$ cat config.mk
export PLATFORM = sky130hd
export DESIGN_NAME = subdiv_sequencer
export DESIGN_NICKNAME = d
export VERILOG_FILES = /design/src/rtl/subdiv_pkg.sv /design/src/rtl/stage_handshake.sv /design/src/rtl/subdiv_sequencer.sv
export SDC_FILE = /design/constraint.sdc
export NUM_CORES = 1
export LEC_CHECK = 0
export ABC_CLOCK_PERIOD_IN_PS = 3100
export BUFFER_PORTS_ARGS = -buffer_cell sky130_fd_sc_hd__buf_2
export CAP_MARGIN = 30
export CORE_MARGIN = 4
export CORE_UTILIZATION = 47
export DETAILED_ROUTE_END_ITERATION = 10
export PLACE_DENSITY = 0.85
export REMOVE_ABC_BUFFERS = 1
export SLEW_MARGIN = 25
export SYNTH_ARGS = -nofsm -noshare
export SYNTH_HDL_FRONTEND = slang
export SYNTH_SLANG_ARGS = --single-unit
$ cat constraint.sdc
create_clock -name clk -period 3.1 [get_ports clk]
set_input_delay 0.62 -clock clk [delete_from_list [all_inputs] [get_ports clk]]
set_output_delay 0.62 -clock clk [all_outputs]
set_load 0.005 [all_outputs]
$ cat src/rtl/subdiv_pkg.sv
`default_nettype none
// ============================================================================
// Module      : subdiv_pkg
// Description : Shared types and constants for the subdivision pass chain.
//               Holds the stage encoding, the object-RAM owner encoding and
//               the sequencer state encoding.
// Revision    : 1.0 - initial release
// ============================================================================
package subdiv_pkg;

    localparam int ADDR_WIDTH = 9;

    // Stage index; doubles as the bit position in stg_start / stg_busy.
    typedef enum logic [1:0] {
        STG_SPLIT = 2'd0,
        STG_NBR   = 2'd1,
        STG_AVG   = 2'd2
    } stage_e;

    // Object-RAM owner encoding seen by the shared RAM mux.
    localparam logic [1:0] c_RAM_SEL_NONE  = 2'd0;
    localparam logic [1:0] c_RAM_SEL_SPLIT = 2'd1;
    localparam logic [1:0] c_RAM_SEL_NBR   = 2'd2;
    localparam logic [1:0] c_RAM_SEL_AVG   = 2'd3;

    typedef enum logic [2:0] {
        ST_IDLE      = 3'd0,
        ST_LAUNCH    = 3'd1,
        ST_WAIT_ACK  = 3'd2,
        ST_WAIT_DONE = 3'd3,
        ST_NEXT      = 3'd4,
        ST_FINISH    = 3'd5
    } seq_state_e;

    function automatic logic [1:0] ram_sel_of(input stage_e stg);
        case (stg)
            STG_SPLIT: return c_RAM_SEL_SPLIT;
            STG_NBR:   return c_RAM_SEL_NBR;
            STG_AVG:   return c_RAM_SEL_AVG;
            default:   return c_RAM_SEL_NONE;
        endcase
    endfunction

    function automatic stage_e next_stage(input stage_e stg);
        case (stg)
            STG_SPLIT: return STG_NBR;
            STG_NBR:   return STG_AVG;
            default:   return STG_SPLIT;
        endcase
    endfunction

endpackage
`default_nettype wire

$ cat src/rtl/stage_handshake.sv
`default_nettype none
// ============================================================================
// Module      : stage_handshake
// Description : Start/busy handshake helper for the currently selected stage.
//               Holds start until the stage acknowledges with busy, times out
//               the acknowledge, and flags the end of the stage's busy period.
// Ports       : clk, rst            - clock, async active-high reset
//               launch              - sequencer is in its launch cycle
//               wait_ack            - sequencer is waiting for busy to rise
//               wait_done           - sequencer is waiting for busy to fall
//               stage_busy          - busy of the selected stage
//               start               - start request for the selected stage
//               ack                 - selected stage acknowledged
//               timeout             - acknowledge window expired
//               busy_fell           - selected stage finished
// Revision    : 1.0 - initial release
// ============================================================================
module stage_handshake #(
    parameter int ACK_TIMEOUT = 16
) (
    input  logic clk,
    input  logic rst,
    input  logic launch,
    input  logic wait_ack,
    input  logic wait_done,
    input  logic stage_busy,
    output logic start,
    output logic ack,
    output logic timeout,
    output logic busy_fell
);

    localparam int c_TW = $clog2(ACK_TIMEOUT + 1);

    // Counts cycles with start asserted; the launch cycle counts as the first.
    logic [c_TW-1:0] r_ack_cnt;

    always_ff @(posedge clk or posedge rst) begin
        if (rst) begin
            r_ack_cnt <= '0;
        end else if (launch) begin
            r_ack_cnt <= c_TW'(1);
        end else if (wait_ack && (r_ack_cnt != c_TW'(ACK_TIMEOUT))) begin
            r_ack_cnt <= r_ack_cnt + c_TW'(1);
        end
    end

    // Stages sample start on the falling edge, so start is held from launch
    // until the acknowledge rather than pulsed.
    assign start     = launch | wait_ack;
    assign ack       = wait_ack & stage_busy;
    // Expires on the cycle where start has been high ACK_TIMEOUT cycles.
    assign timeout   = wait_ack & ~stage_busy & (r_ack_cnt >= c_TW'(ACK_TIMEOUT - 1));
    // Busy was seen high before entering the done wait, so a low level here
    // is the falling edge.
    assign busy_fell = wait_done & ~stage_busy;

endmodule
`default_nettype wire

$ cat src/rtl/subdiv_sequencer.sv
`default_nettype none
// ============================================================================
// Module      : subdiv_sequencer
// Description : Runs N iterations of split -> neighbor build -> averager,
//               handshaking each stage, tracking mesh vertex/face counts and
//               driving the object-RAM owner select.
// Ports       : clk, rst            - clock, async active-high reset
//               go, abort           - run request / stop after current stage
//               iterations          - iteration count (clamped to MAX_ITER)
//               vertex/face_count_in- initial mesh counts, latched on go
//               stg_start/stg_busy  - per-stage handshake [0]=split [1]=nbr [2]=avg
//               split_*_count       - counts reported by the split stage
//               vertex/face_count   - current mesh counts
//               ram_sel             - object-RAM owner
//               iter_idx            - iteration in progress
//               busy, done, error   - run status, end pulse, sticky timeout
// Revision    : 1.0 - initial release
// ============================================================================
module subdiv_sequencer
    import subdiv_pkg::*;
#(
    parameter int MAX_ITER    = 8,
    parameter int ACK_TIMEOUT = 16,
    parameter int CNT_WIDTH   = 32
) (
    input  logic                 clk,
    input  logic                 rst,
    input  logic                 go,
    input  logic                 abort,
    input  logic [3:0]           iterations,
    input  logic [CNT_WIDTH-1:0] vertex_count_in,
    input  logic [CNT_WIDTH-1:0] face_count_in,
    output logic [2:0]           stg_start,
    input  logic [2:0]           stg_busy,
    input  logic [CNT_WIDTH-1:0] split_vertex_count,
    input  logic [CNT_WIDTH-1:0] split_face_count,
    output logic [CNT_WIDTH-1:0] vertex_count,
    output logic [CNT_WIDTH-1:0] face_count,
    output logic [1:0]           ram_sel,
    output logic [3:0]           iter_idx,
    output logic                 busy,
    output logic                 done,
    output logic                 error
);

    localparam logic [3:0] c_MAX_ITER = 4'(MAX_ITER);

    seq_state_e           r_state;
    seq_state_e           w_state_nxt;
    stage_e               r_stage;
    logic [3:0]           r_iter_cnt;
    logic [3:0]           r_iter_idx;
    logic [CNT_WIDTH-1:0] r_vertex_count;
    logic [CNT_WIDTH-1:0] r_face_count;
    logic                 r_busy;
    logic                 r_done;
    logic                 r_error;
    logic                 r_abort_seen;

    logic [3:0] w_iter_clamped;
    logic       w_launch;
    logic       w_wait_ack;
    logic       w_wait_done;
    logic       w_owned;
    logic       w_stage_busy;
    logic       w_hs_start;
    logic       w_ack;
    logic       w_timeout;
    logic       w_busy_fell;

    assign w_iter_clamped = (iterations > c_MAX_ITER) ? c_MAX_ITER : iterations;
    assign w_launch       = (r_state == ST_LAUNCH);
    assign w_wait_ack     = (r_state == ST_WAIT_ACK);
    assign w_wait_done    = (r_state == ST_WAIT_DONE);
    assign w_owned        = w_launch | w_wait_ack | w_wait_done;
    assign w_stage_busy   = stg_busy[r_stage];

    stage_handshake #(
        .ACK_TIMEOUT (ACK_TIMEOUT)
    ) u_handshake (
        .clk        (clk),
        .rst        (rst),
        .launch     (w_launch),
        .wait_ack   (w_wait_ack),
        .wait_done  (w_wait_done),
        .stage_busy (w_stage_busy),
        .start      (w_hs_start),
        .ack        (w_ack),
        .timeout    (w_timeout),
        .busy_fell  (w_busy_fell)
    );

    // ------------------------------------------------------------------------
    // State register
    // ------------------------------------------------------------------------
    always_ff @(posedge clk or posedge rst) begin
        if (rst) begin
            r_state <= ST_IDLE;
        end else begin
            r_state <= w_state_nxt;
        end
    end

    // ------------------------------------------------------------------------
    // Next-state logic
    // ------------------------------------------------------------------------
    always_comb begin
        w_state_nxt = r_state;
        case (r_state)
            ST_IDLE: begin
                if (go) begin
                    w_state_nxt = (w_iter_clamped == 4'd0) ? ST_FINISH : ST_LAUNCH;
                end
            end
            ST_LAUNCH: begin
                w_state_nxt = ST_WAIT_ACK;
            end
            ST_WAIT_ACK: begin
                if (w_ack) begin
                    w_state_nxt = ST_WAIT_DONE;
                end else if (w_timeout) begin
                    w_state_nxt = ST_FINISH;
                end
            end
            ST_WAIT_DONE: begin
                if (w_busy_fell) begin
                    w_state_nxt = ST_NEXT;
                end
            end
            ST_NEXT: begin
                if (r_abort_seen || abort) begin
                    w_state_nxt = ST_FINISH;
                end else if (r_stage != STG_AVG) begin
                    w_state_nxt = ST_LAUNCH;
                end else if ((r_iter_idx + 4'd1) < r_iter_cnt) begin
                    w_state_nxt = ST_LAUNCH;
                end else begin
                    w_state_nxt = ST_FINISH;
                end
            end
            ST_FINISH: begin
                w_state_nxt = ST_IDLE;
            end
            default: begin
                w_state_nxt = ST_IDLE;
            end
        endcase
    end

    // ------------------------------------------------------------------------
    // Run bookkeeping: counts, iteration/stage indices, status flags
    // ------------------------------------------------------------------------
    always_ff @(posedge clk or posedge rst) begin
        if (rst) begin
            r_stage        <= STG_SPLIT;
            r_iter_cnt     <= '0;
            r_iter_idx     <= '0;
            r_vertex_count <= '0;
            r_face_count   <= '0;
            r_busy         <= 1'b0;
            r_done         <= 1'b0;
            r_error        <= 1'b0;
            r_abort_seen   <= 1'b0;
        end else begin
            r_done <= (r_state == ST_FINISH);
            case (r_state)
                ST_IDLE: begin
                    if (go) begin
                        r_vertex_count <= vertex_count_in;
                        r_face_count   <= face_count_in;
                        r_iter_cnt     <= w_iter_clamped;
                        r_iter_idx     <= '0;
                        r_stage        <= STG_SPLIT;
                        r_error        <= 1'b0;
                        r_busy         <= 1'b1;
                        // An abort arriving with go still lets the first
                        // stage run, then ends the run.
                        r_abort_seen   <= abort;
                    end
                end
                ST_WAIT_ACK: begin
                    if (w_timeout) begin
                        r_error <= 1'b1;
                    end
                end
                ST_WAIT_DONE: begin
                    if (w_busy_fell && (r_stage == STG_SPLIT)) begin
                        r_vertex_count <= split_vertex_count;
                        r_face_count   <= split_face_count;
                    end
                end
                ST_NEXT: begin
                    if (w_state_nxt == ST_LAUNCH) begin
                        if (r_stage == STG_AVG) begin
                            r_stage    <= STG_SPLIT;
                            r_iter_idx <= r_iter_idx + 4'd1;
                        end else begin
                            r_stage <= next_stage(r_stage);
                        end
                    end
                end
                ST_FINISH: begin
                    r_busy <= 1'b0;
                end
                default: begin
                end
            endcase
            if ((r_state != ST_IDLE) && abort) begin
                r_abort_seen <= 1'b1;
            end
        end
    end

    // ------------------------------------------------------------------------
    // Outputs
    // ------------------------------------------------------------------------
    assign stg_start    = w_hs_start ? (3'b001 << r_stage) : 3'b000;
    assign ram_sel      = w_owned ? ram_sel_of(r_stage) : c_RAM_SEL_NONE;
    assign vertex_count = r_vertex_count;
    assign face_count   = r_face_count;
    assign iter_idx     = r_iter_idx;
    assign busy         = r_busy;
    assign done         = r_done;
    assign error        = r_error;

endmodule
`default_nettype wire

==> results of run 1 <==
[per-layer routing]
| metal | track usage, % | up-vias | part of all wire [%] |
|---|---|---|---|
| li1 | - | 1873 | - |
| met1 | 22.5 | 1737 | 41 |
| met2 | 32.6 | 150 | 50 |
| met3 | 4.76 | 8 | 7.7 |
| met4 | 5.57 | 0 | 1.2 |
| met5 | 0 | - | 0 |
[synth_stat cells (2+ instances only)]
cell      count
dfrtp_1      86
a21oi_1      11
nor3b_1       2
buf_2         9
nand3b_1      2
or4_1         2
nand2b_1      6
xor2_1        3
nor2_1       81
buf_4         5
inv_1        15
ha_1         12
and3_1        2
clkbuf_1      2
nand2_1      14
buf_6        11
a21oi_2      56
xnor2_1       3
nand3_1       2
nor3_1        3
and2_1        2
a21boi_0      2
mux2i_1      69
o21ai_0      11
[layout make-up]
class | instances | area (µm²) | share of cell area (%)
multi-input combinational | 301 | 2180 | 36.8
sequential | 86 | 2150 | 36.2
timing repair buffer | 219 | 1130 | 19.1
tap | 129 | 161 | 2.72
clock buffer | 11 | 141 | 2.38
clock inverter | 5 | 106 | 1.79
inverter | 15 | 57.6 | 0.969
[how the worst min path moves through the flow]
stage | start | endpoint | depth (start not counted)
floorplan | r_iter_cnt[0]$_DFFE_PP0P_ | r_iter_cnt[0]$_DFFE_PP0P_ | 2
CTS | rst | vertex_count[26]$_DFFE_PP0P_ | 2
detailed placement | r_iter_cnt[1]$_DFFE_PP0P_ | r_iter_cnt[1]$_DFFE_PP0P_ | 2
global placement | r_iter_cnt[0]$_DFFE_PP0P_ | r_iter_cnt[0]$_DFFE_PP0P_ | 2
global route | rst | face_count[31]$_DFFE_PP0P_ | 2
finish | rst | face_count[31]$_DFFE_PP0P_ | 2
[kinds of logic after synthesis]
logic type / count (synthesis)
flip-flops: 86
buffers and inverters: 42
AND/OR/NAND/NOR: 124
adder cells (fa/ha/maj): 12
AO/OA/AOI/OAI: 89
XOR/XNOR: 6
multiplexers: 70
[metrics by stage]
step / total power, µW / cells / utilization, % / hold WS (ns) / TNS, ns
2_1_floorplan: 3690 / 402 / - / 0.444 / -274.00
3_3_place_gp: 4330 / 750 / 60.7 / 0.469 / 0
3_5_place_dp: 4460 / 750 / 60.7 / 0.480 / 0
4_1_cts: 5420 / 766 / 63.4 / 0.373 / 0
5_1_grt: 5780 / 766 / 63.4 / 0.413 / 0
6_report: 5360 / 766 / 63.4 / 0.358 / 0
[registers in the layout, indices dropped and copies added (netlist names)]
register and cells:
r_iter_cnt 4, busy 1, iter_idx 4, vertex_count 32, r_stage 2, u_handshake.r_ack_cnt 5, r_state 3, face_count 32
done 1, r_abort_seen 1, error 1
[placed cells by master (no fill, tap or decap), types with 2 or more instances in the layout]
master and instances:
a21oi_1 11, o21ai_0 11, and3_1 2, nand3b_1 2, xor2_1 3, inv_1 14
nand2b_1 6, ha_1 12, bufinv_16 3, buf_12 2, buf_4 3, xnor2_1 3
nor3_1 3, or4_1 2, a21boi_0 2, buf_2 214, and2_1 2, dfrtp_1 86
nor2_1 81, clkbuf_8 10, a21oi_2 56, mux2i_1 69, nand2_1 14, nor3b_1 2
[power breakdown]
part | internal (µW) | switching (µW)
logic | 1110 | 1350
registers | 1620 | 320
clock network | 559 | 398
total | 3290 | 2060
==> results.toml, run 1 <==
[status]
outcome = "complete, no violations"

[sta]
fin_ws_ns = 0.631
rsz0062_at_grt = "false"
skew_ns = 0.0115
period_needed_ns = 2.47
fin_crit_sh_pct = 79.6
max_freq_ghz = 0.405
slew_violations = 0
finalHoldViolCount = 0
finalSetupViolCount = 0
worst_slew_pin_slew_ns = 0.742
relSlewSlack_pct = 50.5

[setup_path]
rr_startpoint = "iter_idx[0]$_DFFE_PP0P_"
cp-startpoint = "iter_idx[0]$_DFFE_PP0P_"
crit_slowest_cell = "dfrtp_1"
start_kind = "flop"
cp-endpoint = "r_stage[1]$_DFFE_PP0P_"
cp_num_buf_inv = 0
r2r_end = "r_stage[1]$_DFFE_PP0P_"
crit_fanout = 6
cpLargestDelayFamily = "simple AND/OR/NAND/NOR gates"
path_cells = "ha_1, xor2_1, ha_1, or3_1, o221ai_1, o211ai_2, nor4_2, mux2i_1"
critPathKind = "flop to flop"
cp-end-kind = "flop"
worst-r2r-cell-count = 8
slowest_delay_ns = 0.44
reg2reg_slack_ns = 0.63
worstPathRequired_ns = 3.38
cp_num_cells = 8
crit_top_cell = "ha_1"
worst_ep_arrival_time_ns = 2.74

[global_route]
grt_pass1_wl_um = 17100
grt_pass1_vias = 3739
grt_start_max_net_pins = 67
grt_usage_pct = 18.6
antenna_found_initial = 0
globalRouteOverflowTotal = 0

[cts]
ctsHoldBuffers = 0
clock-sinks = 86
clk_pin_slew_ns = 0.09
cts-root-buf = "clkbuf_8"
insertion_delay_ns = 0.35
htree_num_levels = 3
post_cts_resize_count = 0
cts.path.max_buffers = 2
cts_setup_buffers = 0
cts_buffers = 9
cts_tree = "built"

[run]
max-cap-violations = 0

[route]
wl_per_cell_um = 14.0
first_pass_iters = 4
drc = 0
via_per_inst = 4.92
drtIter0Drc = 134
via_count = 3768
drt_wl_total_um = 10700
ant_nets = 0

[yosys]
yosys.area_share.simple_pct = 12.2
yosys_warnings = 0
synth-compound-area-share_pct = 15.4
ys_ff_latch = 86
synth_top_area_share_pct = 46.8
netlist_area_um2 = 4590
synth_top_family_by_area = "compound AO/OA/AOI/OAI gates"
synth-async-reset-ratio_pct = 100
synth-edff-count = 0
synth-xor-area-share_pct = 1.14
synth_top_cells_by_area = "dfrtp_1 47%, mux2i_1 15%, a21oi_2 11%"
synth_cell_types = 42
synthAdderAreaFrac_pct = 3.27
syn_area_per_cell_um2 = 10.7
synth_flop_cell = "dfrtp_1"
ys_seq_area_share_pct = 46.8
synth_top_area_cell = "dfrtp_1"
netlist_instances = 429
synth_mux_area_share_pct = 15.3

[place]
dp_hpwl_um = 8480
dpl_cell_area_um2 = 5690
pre_cts_ws_ns = 0.645
port_buffers = 214
gp_congestion = 0.864

[min_path]
hp-class = "input port to asynchronous set/reset pin"

[die]
row_count = 35
die_h_um = 107
initial_utilization_pct = 49.0
die_area_um2 = 11400
io_pins = 215
fp.coreArea_um2 = 9370
die_w_um = 107

[layout]
fill_cells = 815
stdcell_area_um2 = 5940
antennaDiodeCount = 0
drive_gt1_share_pct = 46.9
area_growth_syn_to_layout_pct = 29.2
nNetsFinal = 783

[power_and_ir_drop]
cellLeakagePower_uw = 0.00312
power.density_nw_per_um2 = 902
ir_worst_vdd_v = 0.000407
(Power assumes the default switching activity.)
==> inputs of run 2 (changes only) <==
--- a/config.mk
+++ b/config.mk
@@ -5,7 +5,7 @@
 export SDC_FILE = /design/constraint.sdc
 export NUM_CORES = 1
 export LEC_CHECK = 0
-export ABC_CLOCK_PERIOD_IN_PS = 3100
+export ABC_CLOCK_PERIOD_IN_PS = 2500
 export BUFFER_PORTS_ARGS = -buffer_cell sky130_fd_sc_hd__buf_2
 export CAP_MARGIN = 30
 export CORE_MARGIN = 4
==> constraint.sdc (replaced) <==
create_clock -name clk -period 2.5 [get_ports clk]
set_input_delay 0.5 -clock clk [delete_from_list [all_inputs] [get_ports clk]]
set_output_delay 0.5 -clock clk [all_outputs]
set_load 0.005 [all_outputs]
==> results.toml, run 2 (synthesized netlist as in run 1, its figures left out) <==
[status]
outcome = "complete, no violations"

[layout]
instances_no_fill = 768
drive_gt1_share_pct = 47.4
layout.area.seq_um2 = 2150
final_cell_mix = "214 x buf_2, 85 x dfrtp_1, 81 x nor2_1"
area_growth_syn_to_layout_pct = 29.0
final_core_util_pct = 63.3
multi_input_area_um2 = 2190
nNetsFinal = 785
antennaDiodeCount = 0
fill_cells = 790
final_common_cell = "buf_2"

[sta]
slew_violations = 0
worst_slew_pin_slew_ns = 0.824
rsz0062_at_grt = "false"
relSlewSlack_pct = 45.1
period_needed_ns = 2.30
finalHoldViolCount = 0
skew_ns = 0.00993
max_freq_ghz = 0.435
fin_crit_sh_pct = 92.0
finalSetupViolCount = 0
setup_tns_ns = 0

[setup_path]
cp_num_cells = 8
slowest_delay_ns = 0.45
worst_ep_arrival_time_ns = 2.56
worstPathRequired_ns = 2.76
start_kind = "flop"
cp_num_buf_inv = 0
cpLargestDelayFamily = "simple AND/OR/NAND/NOR gates"
critPathKind = "flop to flop"
crit_slowest_cell = "dfrtp_2"
crit_fanout = 6
worst-r2r-cell-count = 8
cp-end-kind = "flop"
crit_top_cell = "ha_1"
path_cells = "ha_1, xor2_1, ha_1, or3_1, o221ai_1, o211ai_2, nor4_4, mux2i_1"

[place]
gp_congestion = 0.819
post-place-cells = 752
dp_hpwl_um = 8650
port_buffers = 214

[die]
die_h_um = 107
die_w_um = 107
io_pins = 215
fp.coreArea_um2 = 9370
die_area_um2 = 11400
initial_utilization_pct = 49.0
row_count = 35

[min_path]
hp-class = "input port to asynchronous set/reset pin"

[route]
ant_nets = 0
via_count = 3775
first_pass_iters = 4
wl_per_cell_um = 14.1
via_per_inst = 4.92
drt_wl_total_um = 10800
drtIter0Drc = 69
drc = 0

[power_and_ir_drop]
power.density_nw_per_um2 = 1100
ir_worst_vdd_v = 0.000505
cellLeakagePower_uw = 0.00311

[global_route]
globalRouteOverflowTotal = 0
antenna_found_initial = 0
use_met1_pct = 21.9
use_met3_pct = 4.76
grt_pass1_vias = 3796
grt_usage_pct = 18.9
grt_pass1_wl_um = 17500
grt_start_max_net_pins = 60
top_usage_layer = "met2"
met2_usage_pct = 34.6

[cts]
cts_buffers = 9
cts.path.max_buffers = 2
clock-sinks = 86
cts-root-buf = "clkbuf_8"
cts_tree = "built"
insertion_delay_ns = 0.34
htree_num_levels = 3
clk_pin_slew_ns = 0.09
ctsHoldBuffers = 0

[run]
max-cap-violations = 0
==> run 2: cell types whose count changed in the layout (fill, tap and decap cells not counted), sizes merged <==
cell,previous run,this run
clkinv,2,3
bufinv,3,1
buf,219,221
clkinvlp,1,2
==> run 2: timing repair <==
item	CTS	global route
endpoints found under the setup margin	0	3
setup buffers	0	0
resized for setup	0	3
==> run 2: area by class of cell <==
class	instances	area share, %
Clock buffer	11	2.38
Clock inverter	5	0.992
Inverter	15	0.971
Timing Repair Buffer	221	19.6
Sequential cell	86	36.3
Multi-Input combinational cell	301	37.0
Tap cell	129	2.72
==> run 2: final timing paths <==
| kind | start | end | slack [ns] |
|---|---|---|---|
| worst max-delay path | iter_idx[0]$_DFFE_PP0P_ | r_stage[1]$_DFFE_PP0P_ | 0.20 |
| worst min-delay path | rst | face_count[28]$_DFFE_PP0P_ | 0.25 |
| max in group asynchronous | rst | face_count[15]$_DFFE_PP0P_ | 1.57 |
| worst min register to register | r_iter_cnt[2]$_DFFE_PP0P_ | r_iter_cnt[2]$_DFFE_PP0P_ | 0.49 |
| worst max register to register | iter_idx[0]$_DFFE_PP0P_ | r_stage[1]$_DFFE_PP0P_ | 0.20 |
| min in group clk | go | r_state[0]$_DFF_PP0_ | 0.43 |
==> run 2: through the flow <==
stage	total power, µW	hold slack, ns	area (µm²)	setup WS (ns)
6_report	6500	0.251	5930	0.201
3_5_place_dp	5580	0.477	5720	0.0775
4_1_cts	6570	0.267	5920	0.0503
3_3_place_gp	5410	0.470	5720	0.173
5_1_grt	7050	0.296	5930	0.0131
2_1_floorplan	4570	0.444	4380	-4.84
==> run 2: report_power, final <==
| group | switching (µW) | leakage, µW | total [µW] | internal, µW |
|---|---|---|---|---|
| clock network | 494 | 0.0000955 | 984 | 490 |
| logic | 1690 | 0.00204 | 3100 | 1410 |
| registers | 403 | 0.000981 | 2420 | 2010 |
| total | 2580 | 0.00311 | 6500 | 3910 |
==> run 2: routing by layer <==
| layer | up-vias | routed length (µm) |
|---|---|---|
| li1 | 1874 | - |
| met4 | 0 | 89 |
| met2 | 142 | 5560 |
| met3 | 8 | 807 |
| met5 | - | 0 |
| met1 | 1751 | 4340 |
==> run 2: worst reg2reg max path: stages, from the launching register on <==
cell	delay, ns
dfrtp_2	0.45
ha_1	0.24
xor2_1	0.15
ha_1	0.19
or3_1	0.39
o221ai_1	0.21
o211ai_2	0.15
nor4_4	0.22
mux2i_1	0.23
